File: config.mk
export PLATFORM = sky130hd
export DESIGN_NAME = pulse_pacer_tx
export DESIGN_NICKNAME = d
export VERILOG_FILES = /design/src/rtl/pulse_pacer_tx_pkg.sv /design/src/rtl/pulse_pacer_chan.sv /design/src/rtl/pulse_pacer_tx.sv
export SDC_FILE = /design/constraint.sdc
export NUM_CORES = 1
export LEC_CHECK = 0
export CAP_MARGIN = 5
export CELL_PAD_IN_SITES_DETAIL_PLACEMENT = 1
export CELL_PAD_IN_SITES_GLOBAL_PLACEMENT = 1
export CORE_MARGIN = 8
export CORE_UTILIZATION = 46
export DETAILED_ROUTE_END_ITERATION = 10
export PLACE_DENSITY_LB_ADDON = 0.05
export SYNTH_ARGS = -nofsm -noshare
export SYNTH_HDL_FRONTEND = slang
export SYNTH_HIERARCHICAL = 1
export SYNTH_SLANG_ARGS = --single-unit
File: constraint.sdc
create_clock -name clk_ir -period 2.6 [get_ports clk_ir]
set_input_delay 0.52 -clock clk_ir [delete_from_list [all_inputs] [get_ports clk_ir]]
set_output_delay 0.52 -clock clk_ir [all_outputs]
set_load 0.01 [all_outputs]
File: src/rtl/pulse_pacer_tx_pkg.sv
// Shared types for the pulse pacer: per-channel FSM states and gap counter width.
package pulse_pacer_tx_pkg;

    typedef enum logic {
        IDLE = 1'b0,
        GAP  = 1'b1
    } pacer_state_e;

    localparam int unsigned GAP_W = 8;

endpackage

File: src/rtl/pulse_pacer_chan.sv
// One pacing channel: counts pending input pulses and re-emits them spaced by
// at least P_MIN_GAP+1 cycles, with a sticky overflow flag on saturation.
module pulse_pacer_chan
    import pulse_pacer_tx_pkg::*;
#(
    parameter int unsigned P_MIN_GAP = 8,
    parameter int unsigned P_CNTR_W  = 4
) (
    input  logic clk_ir,
    input  logic rst_il,
    input  logic pulse_ih,
    input  logic clr_ovrflw_ih,
    output logic pulse_oh,
    output logic idle_oh,
    output logic ovrflw_oh
);

    localparam logic [GAP_W-1:0] GAP_LOAD = GAP_W'(P_MIN_GAP - 2);

    pacer_state_e          state_f, state_nx;
    logic [P_CNTR_W-1:0]   pend_f, pend_nx;
    logic [GAP_W-1:0]      gap_f, gap_nx;
    logic                  pulse_f, pulse_nx;
    logic                  ovrflw_f, ovrflw_nx;
    logic                  emit;
    logic                  drop;

    assign emit = (state_f == IDLE) && (pend_f != '0);
    assign drop = pulse_ih && !emit && (pend_f == '1);

    always_ff @(posedge clk_ir or negedge rst_il) begin
        if (!rst_il) begin
            state_f  <= IDLE;
            pend_f   <= '0;
            gap_f    <= '0;
            pulse_f  <= 1'b0;
            ovrflw_f <= 1'b0;
        end else begin
            state_f  <= state_nx;
            pend_f   <= pend_nx;
            gap_f    <= gap_nx;
            pulse_f  <= pulse_nx;
            ovrflw_f <= ovrflw_nx;
        end
    end

    // The countdown holds while the emitted pulse is on the wire, so GAP spans
    // the P_MIN_GAP-1 cycles after the output pulse.
    always_comb begin
        state_nx = state_f;
        gap_nx   = gap_f;
        pulse_nx = 1'b0;
        if (emit) begin
            pulse_nx = 1'b1;
            state_nx = GAP;
            gap_nx   = GAP_LOAD;
        end else if ((state_f == GAP) && !pulse_f) begin
            if (gap_f == '0) begin
                state_nx = IDLE;
            end else begin
                gap_nx = gap_f - 1'b1;
            end
        end
    end

    always_comb begin
        pend_nx = pend_f;
        unique case ({pulse_ih, emit})
            2'b10:   if (pend_f != '1) pend_nx = pend_f + 1'b1;
            2'b01:   pend_nx = pend_f - 1'b1;
            default: pend_nx = pend_f;
        endcase
    end

    always_comb begin
        ovrflw_nx = ovrflw_f;
        if (drop) begin
            ovrflw_nx = 1'b1;
        end else if (clr_ovrflw_ih) begin
            ovrflw_nx = 1'b0;
        end
    end

    assign pulse_oh  = pulse_f;
    assign ovrflw_oh = ovrflw_f;
    assign idle_oh   = (state_f == IDLE) && (pend_f == '0);

endmodule

File: src/rtl/pulse_pacer_tx.sv
// Source-domain pacer ahead of the toggle pulse synchronizer: one independent
// pacing channel per pulse bit.
module pulse_pacer_tx #(
    parameter int unsigned P_NO_OF_PULSES = 2,
    parameter int unsigned P_MIN_GAP      = 8,
    parameter int unsigned P_CNTR_W       = 4
) (
    input  logic                      clk_ir,
    input  logic                      rst_il,
    input  logic [P_NO_OF_PULSES-1:0] pulse_ih,
    input  logic [P_NO_OF_PULSES-1:0] clr_ovrflw_ih,
    output logic [P_NO_OF_PULSES-1:0] pulse_oh,
    output logic [P_NO_OF_PULSES-1:0] idle_oh,
    output logic [P_NO_OF_PULSES-1:0] ovrflw_oh
);

    if ((P_MIN_GAP < 2) || (P_MIN_GAP > 255)) begin : g_bad_gap
        $error("pulse_pacer_tx: P_MIN_GAP must lie in 2..255");
    end

    for (genvar i = 0; i < P_NO_OF_PULSES; i++) begin : g_chan
        pulse_pacer_chan #(
            .P_MIN_GAP (P_MIN_GAP),
            .P_CNTR_W  (P_CNTR_W)
        ) u_chan (
            .clk_ir        (clk_ir),
            .rst_il        (rst_il),
            .pulse_ih      (pulse_ih[i]),
            .clr_ovrflw_ih (clr_ovrflw_ih[i]),
            .pulse_oh      (pulse_oh[i]),
            .idle_oh       (idle_oh[i]),
            .ovrflw_oh     (ovrflw_oh[i])
        );
    end

endmodule

### Word level (Yosys, flattened, before mapping)

Cells that the tools add are included.

| word-level totals | value |
|---|---|
| flip-flop bits (word level) | 30 |
| output and inout bits | 6 |

| cells by class | value |
|---|---|
| $add $sub $neg | 6 |
| equality and inequality tests | 12 |
| mux-type cells | 22 |
| bitwise gates (word level) | 2 |
| reductions and logical operators | 34 |

Operators by type and width:

| kind | number |
|---|---|
| $mux 8 | 6 |
| $logic_not 8->1 | 2 |
| $pmux 4 s2 | 2 |
| $reduce_bool 2->1 | 8 |
| $sub 8x1->8 const B | 2 |
| $mux 1 | 12 |
| $reduce_and 2->1 | 6 |
| $logic_and 1x1->1 | 10 |
| $add 4x1->4 const B | 2 |
| $eq 4x4->1 const B | 2 |
| $logic_not 4->1 | 2 |
| $mux 4 | 2 |
| $ne 2x1->1 const B | 4 |
| $ne 4x4->1 const B | 2 |
| $reduce_bool 4->1 | 2 |
| $sub 4x1->4 const B | 2 |
| $eq 2x1->1 const B | 2 |
| $eq 2x2->1 const B | 2 |
| $logic_not 1->1 | 4 |
| $not 1->1 | 2 |

### Logic depth before layout (Yosys ltp)

Gate-level depths: netlist of the first run.

| depth | value |
|---|---|
| depth in word-level cells | 6 |
| gate-level depth with buffers | 9 |

### Cells and area by module

The synthesis of the first run kept the hierarchy.

Modules (own cells, without submodules):

| module | instances | cells an instance | area each (µm²) | sequential area each (µm²) |
|---|---|---|---|---|
| pulse_pacer_chan | 2 | 96 | 970.9 | 375.4 |

### Worst setup path before layout of the first run

Ideal clock, no wire load.

| timing | value |
|---|---|
| path type | input-to-reg |
| start point | input pulse_ih[0] |
| end point | register g_chan[0].u_chan.pend_f[2] |
| library setup time | 126 ps |
| arrival | 1947 ps |
| slack | 527 ps |
| stages | 7 |
| path buffers | 0 |
| cells stage by stage | or2_2 -> a21o_1 -> ha_1 -> or4_1 -> mux2i_1 -> o211ai_1 -> xnor2_1 |

| on the way | value |
|---|---|
| word-level cells in the longest chain between the ends | 3 |
| elaborated cells between the ends (all ways) | 6 |

RTL lines:

| item | line | text |
|---|---|---|
| start, declared | pulse_pacer_tx.sv:10 | `input logic [P_NO_OF_PULSES-1:0] pulse_ih,` |
| $eq 2x2->1 or $eq 2x1->1 (tied branches) | pulse_pacer_chan.sv:68 | `unique case ({pulse_ih, emit})` |
| $ne 2x1->1 (no source line) or $reduce_bool 2->1 (tied branches) | n/a |  |
| $reduce_and 2->1 (no source line) | n/a |  |
| end signal, assigned | pulse_pacer_chan.sv:40 | `pend_f <= pend_nx;` |
| end, declared | pulse_pacer_chan.sv:21 | `logic [P_CNTR_W-1:0] pend_f, pend_nx;` |

Several ways; a longest one is shown, not always the timed one.
A chain may end at the register's enable or synchronous reset.

### Worst setup path after layout of the first run

| timing | value |
|---|---|
| start point | register g_chan[0].u_chan.pend_f[3] |
| end point | output idle_oh[0] |

| on the way | value |
|---|---|
| word-level cells in the longest chain between the ends | 2 |

RTL lines:

| item | line | text |
|---|---|---|
| $logic_not 4->1 | pulse_pacer_chan.sv:86 | `assign idle_oh = (state_f == IDLE) && (pend_f == '0);` |
| $logic_and 1x1->1 | pulse_pacer_chan.sv:86 |  |
| end, declared | pulse_pacer_tx.sv:13 | `output logic [P_NO_OF_PULSES-1:0] idle_oh,` |

No other way between the ends.

==> metrics.csv, run 1 <==
stage,metric,value,unit
floorplan,num_io_pins,12,
power,swShare,0.411,
finish,layout-drive-gt1-share,0.195,
synth,ys_ff_latch,30,
synth,synth-edff-count,0,
synth,synth_largest_area_cell,dfrtp_1,
power,leakagePower,0.934,nW
timing,setup-violations-final,0,
power,p_comb_frac,0.480,
clock_network,clock_sinks,30,
flow_run,maxCapViolations,0,
finish,fin_nets,227,
synth,synthTopCellsByCount,"dfrtp_1 (30), inv_1 (12), a21oi_1 (10), nand2_1 (10)",
timing,tns,0,ns
global_route,grt-ovfl-total,0,
synth,async_flop_share,1.00,
floorplan,die_w,81.0,um
clock_network,clkLatencyLatePin,0.27,ns
power,p_sw,1.02,mW
global_route,grt_pass1_vias,1706,
synth,yosys.cell_count.top_type,dfrtp_1,
route,dr.pass1.iters,4,
route,drt_iter0_drc,39,
global_route,antenna_found_initial,0,
timing,fin_crit,2.52,ns
clock_network,cts_tree,yes,
clock_network,cts_buffers,5,
finish,fin_area,2230,um2
timing,clock_skew,0.00186,ns
timing,finalCritPeriodShare,0.969,
power,pwr-share-seq,0.378,
floorplan,dieArea,6560,um2
critical_path,worstSetupStartpointType,flop,
critical_path,startpoint,g_chan[0].u_chan/pend_f[3]$_DFFE_PN0P_,
synth,synth.avg_cell_area,10.1,um2
timing,whs,0.541,ns
route,drt_wl_total,4.62,mm
clock_network,root_buffer,clkbuf_8,
synth,synth_cell_types,45,
route,vias,1580,
floorplan,core,4030,um2
route,avgViaCountPerCell,5.96,
critical_path,crit_fanout,8,
clock_network,max-clock-path-buffers,2,
critical_path,crit_required,2.08,ns
timing,setup_slack,0.0798,ns
synth,synthesis.nets,204,
timing,relSlewSlack,0.686,
timing,slew_violations,0,
synth,netlist_instances,192,
status,outcome,"finished, final reports clean",
timing,fmax,397,MHz
power,pwr-share-clk,0.142,
clock_network,post_cts_buffers,0,
place,dp_slack,-0.101,ns
worst_hold_path,hold_class,flop to flop,
route,wl_per_cell,17.4,um
synth,ys_warn_count,6,
synth,ys_seq_area_frac,0.387,
critical_path,critPathKind,flop to output pin,
power,ir_drop,0.481,mV
worst_hold_path,min_from,g_chan[1].u_chan/ovrflw_oh$_DFFE_PN0P_,
finish,diodes,0,
place,dpl.hpwl,3.43,mm
critical_path,critPathCaptureType,output pin,
synth,yosys-top-cells-area,"dfrtp_1 (39%), ha_1 (3.9%), xnor2_1 (3.6%)",
power,intPower,1.47,mW
floorplan,fp.dieH,81.0,um
global_route,grt_max_degree,31,
critical_path,arrival,2.00,ns
power,power_density,1120,nW/um2
place,place_congestion,0.827,
clock_network,clkTransAtPathRegs,0.06,ns
timing,finalHoldViolCount,0,
timing,tightest_slew,0.470,ns
route,drc,0,
place,io_buffer_count,11,
synth,synth_top_area_frac,0.387,
floorplan,rows,23,
timing,grt_setup_unrepaired,no,
global_route,grt_pass1_wl,8.16,mm
clock_network,htree_levels,2,
finish,layout-area-overhead-vs-synth,14.6,%
critical_path,r2r-start,g_chan[1].u_chan/pend_f[0]$_DFFE_PN0P_,
floorplan,initial_core_util,0.482,
global_route,grt_usage,0.156,
synth,synth-main-ff-cell,dfrtp_1,
synth,syn_area,1940,um2
route,antenna_left,0,
place,dpl_cell_area,2140,um2
-- registers in the layout (all words and copies together) (netlist names) --
name / count
g_chan.u_chan/gap_f: 16
g_chan.u_chan/pend_f: 8
g_chan.u_chan/ovrflw_oh: 2
g_chan.u_chan/pulse_oh: 2
g_chan.u_chan/state_f: 2
-- kinds of logic after synthesis --
group,count (synthesis),share of synthesized area
AND/OR/NAND/NOR,76,0.260
AO/OA/AOI/OAI,46,0.182
flip-flops,30,0.387
buffers and inverters,18,0.0503
XOR/XNOR,8,0.0361
multiplexers,8,0.0464
adder cells (fa/ha/maj),6,0.0387
-- power by group through the flow --
stage          registers, mW  logic [mW]  clock network, mW
2_1_floorplan          0.880       0.966                  0
3_3_place_gp           0.921        1.11                  0
3_5_place_dp           0.943        1.20                  0
4_1_cts                0.941        1.21              0.371
5_1_grt                0.981        1.34              0.391
6_report               0.942        1.20              0.353
-- metrics by stage --
| stage | std cells | util | total power, mW |
|---|---|---|---|
| after global placement | 258 | 0.532 | 2.03 |
| after CTS | 265 | 0.551 | 2.53 |
| after detailed placement | 258 | 0.532 | 2.15 |
| after global routing | 265 | 0.552 | 2.71 |
| after floorplan | 192 | - | 1.85 |
| final | 265 | 0.552 | 2.49 |
-- layout by cell type (no fill, tap or decap), types with 4 or more instances in the layout --
master,n
dfrtp_1,28
inv_1,12
buf_4,11
a21oi_1,10
nand2_1,10
clkdlybuf4s50_1,10
nor3_1,8
xnor2_1,8
nor2_1,6
o21ai_0,6
nand2b_1,6
mux2i_1,6
ha_1,6
clkbuf_8,5
a22o_1,4
or3_1,4
o21a_1,4
nand3_1,4
nor4_1,4
or4b_1,4
o211ai_2,4
-- worst max-delay path: stages (launching register included) --
cell and delay, ns:
dfrtp_2 0.46, or4_4 0.54, nor2_1 0.16, clkdlybuf4s50_1 0.57
-- what timing repair did --
item                       in CTS  in global routing
hold endpoints to repair        0                  0
gates resized for setup         0                  3
setup endpoints to repair       0                  2
hold buffers                    0                  0
-- metal layers --
layer  part of all wire  vias up  global-route usage
li1                   -      753                   -
met1               0.43      802               0.183
met2               0.52       19               0.267
met3              0.027        6              0.0386
met4              0.015        0              0.0661
met5                  0        -                   0
-- area by class of cell --
class                   count  area, um2
fillers                   460       1800
multi-input cells         144       1090
flip-flops and latches     30        753
repair buffers             22        195
clock buffers               7       76.3
well taps                  50       62.6
inverters                  12       45.0
-- worst paths after layout --
check / end / slack, ns / cells after the start
min in group asynchronous: g_chan[0].u_chan/pend_f[3]$_DFFE_PN0P_ / 0.64 / 2
worst max-delay path: idle_oh[0] / 0.08 / 3
worst max register to register: g_chan[1].u_chan/pend_f[2]$_DFFE_PN0P_ / 0.23 / 9
worst min register to register: g_chan[1].u_chan/ovrflw_oh$_DFFE_PN0P_ / 0.54 / 2
worst min-delay path: g_chan[1].u_chan/ovrflw_oh$_DFFE_PN0P_ / 0.54 / 2
max in group asynchronous: g_chan[1].u_chan/pend_f[3]$_DFFE_PN0P_ / 1.65 / 2
No activity file was read; power rests on OpenSTA's default activity.
==> inputs of run 2 (changes only) <==
--- a/config.mk
+++ b/config.mk
@@ -11,6 +11,7 @@
 export CORE_MARGIN = 8
 export CORE_UTILIZATION = 46
 export DETAILED_ROUTE_END_ITERATION = 10
+export HOLD_SLACK_MARGIN = 0.05
 export PLACE_DENSITY_LB_ADDON = 0.05
 export SYNTH_ARGS = -nofsm -noshare
 export SYNTH_HDL_FRONTEND = slang
==> results of run 2 <==
Same layout as run 1: the final DEF is identical, and so are final timing and power.
==> inputs of run 3 (changes only) <==
--- a/config.mk
+++ b/config.mk
@@ -5,7 +5,7 @@
 export SDC_FILE = /design/constraint.sdc
 export NUM_CORES = 1
 export LEC_CHECK = 0
-export CAP_MARGIN = 5
+export CAP_MARGIN = 20
 export CELL_PAD_IN_SITES_DETAIL_PLACEMENT = 1
 export CELL_PAD_IN_SITES_GLOBAL_PLACEMENT = 1
 export CORE_MARGIN = 8
==> results of run 3 <==
Same layout as run 1: the final DEF is identical, and so are final timing and power.
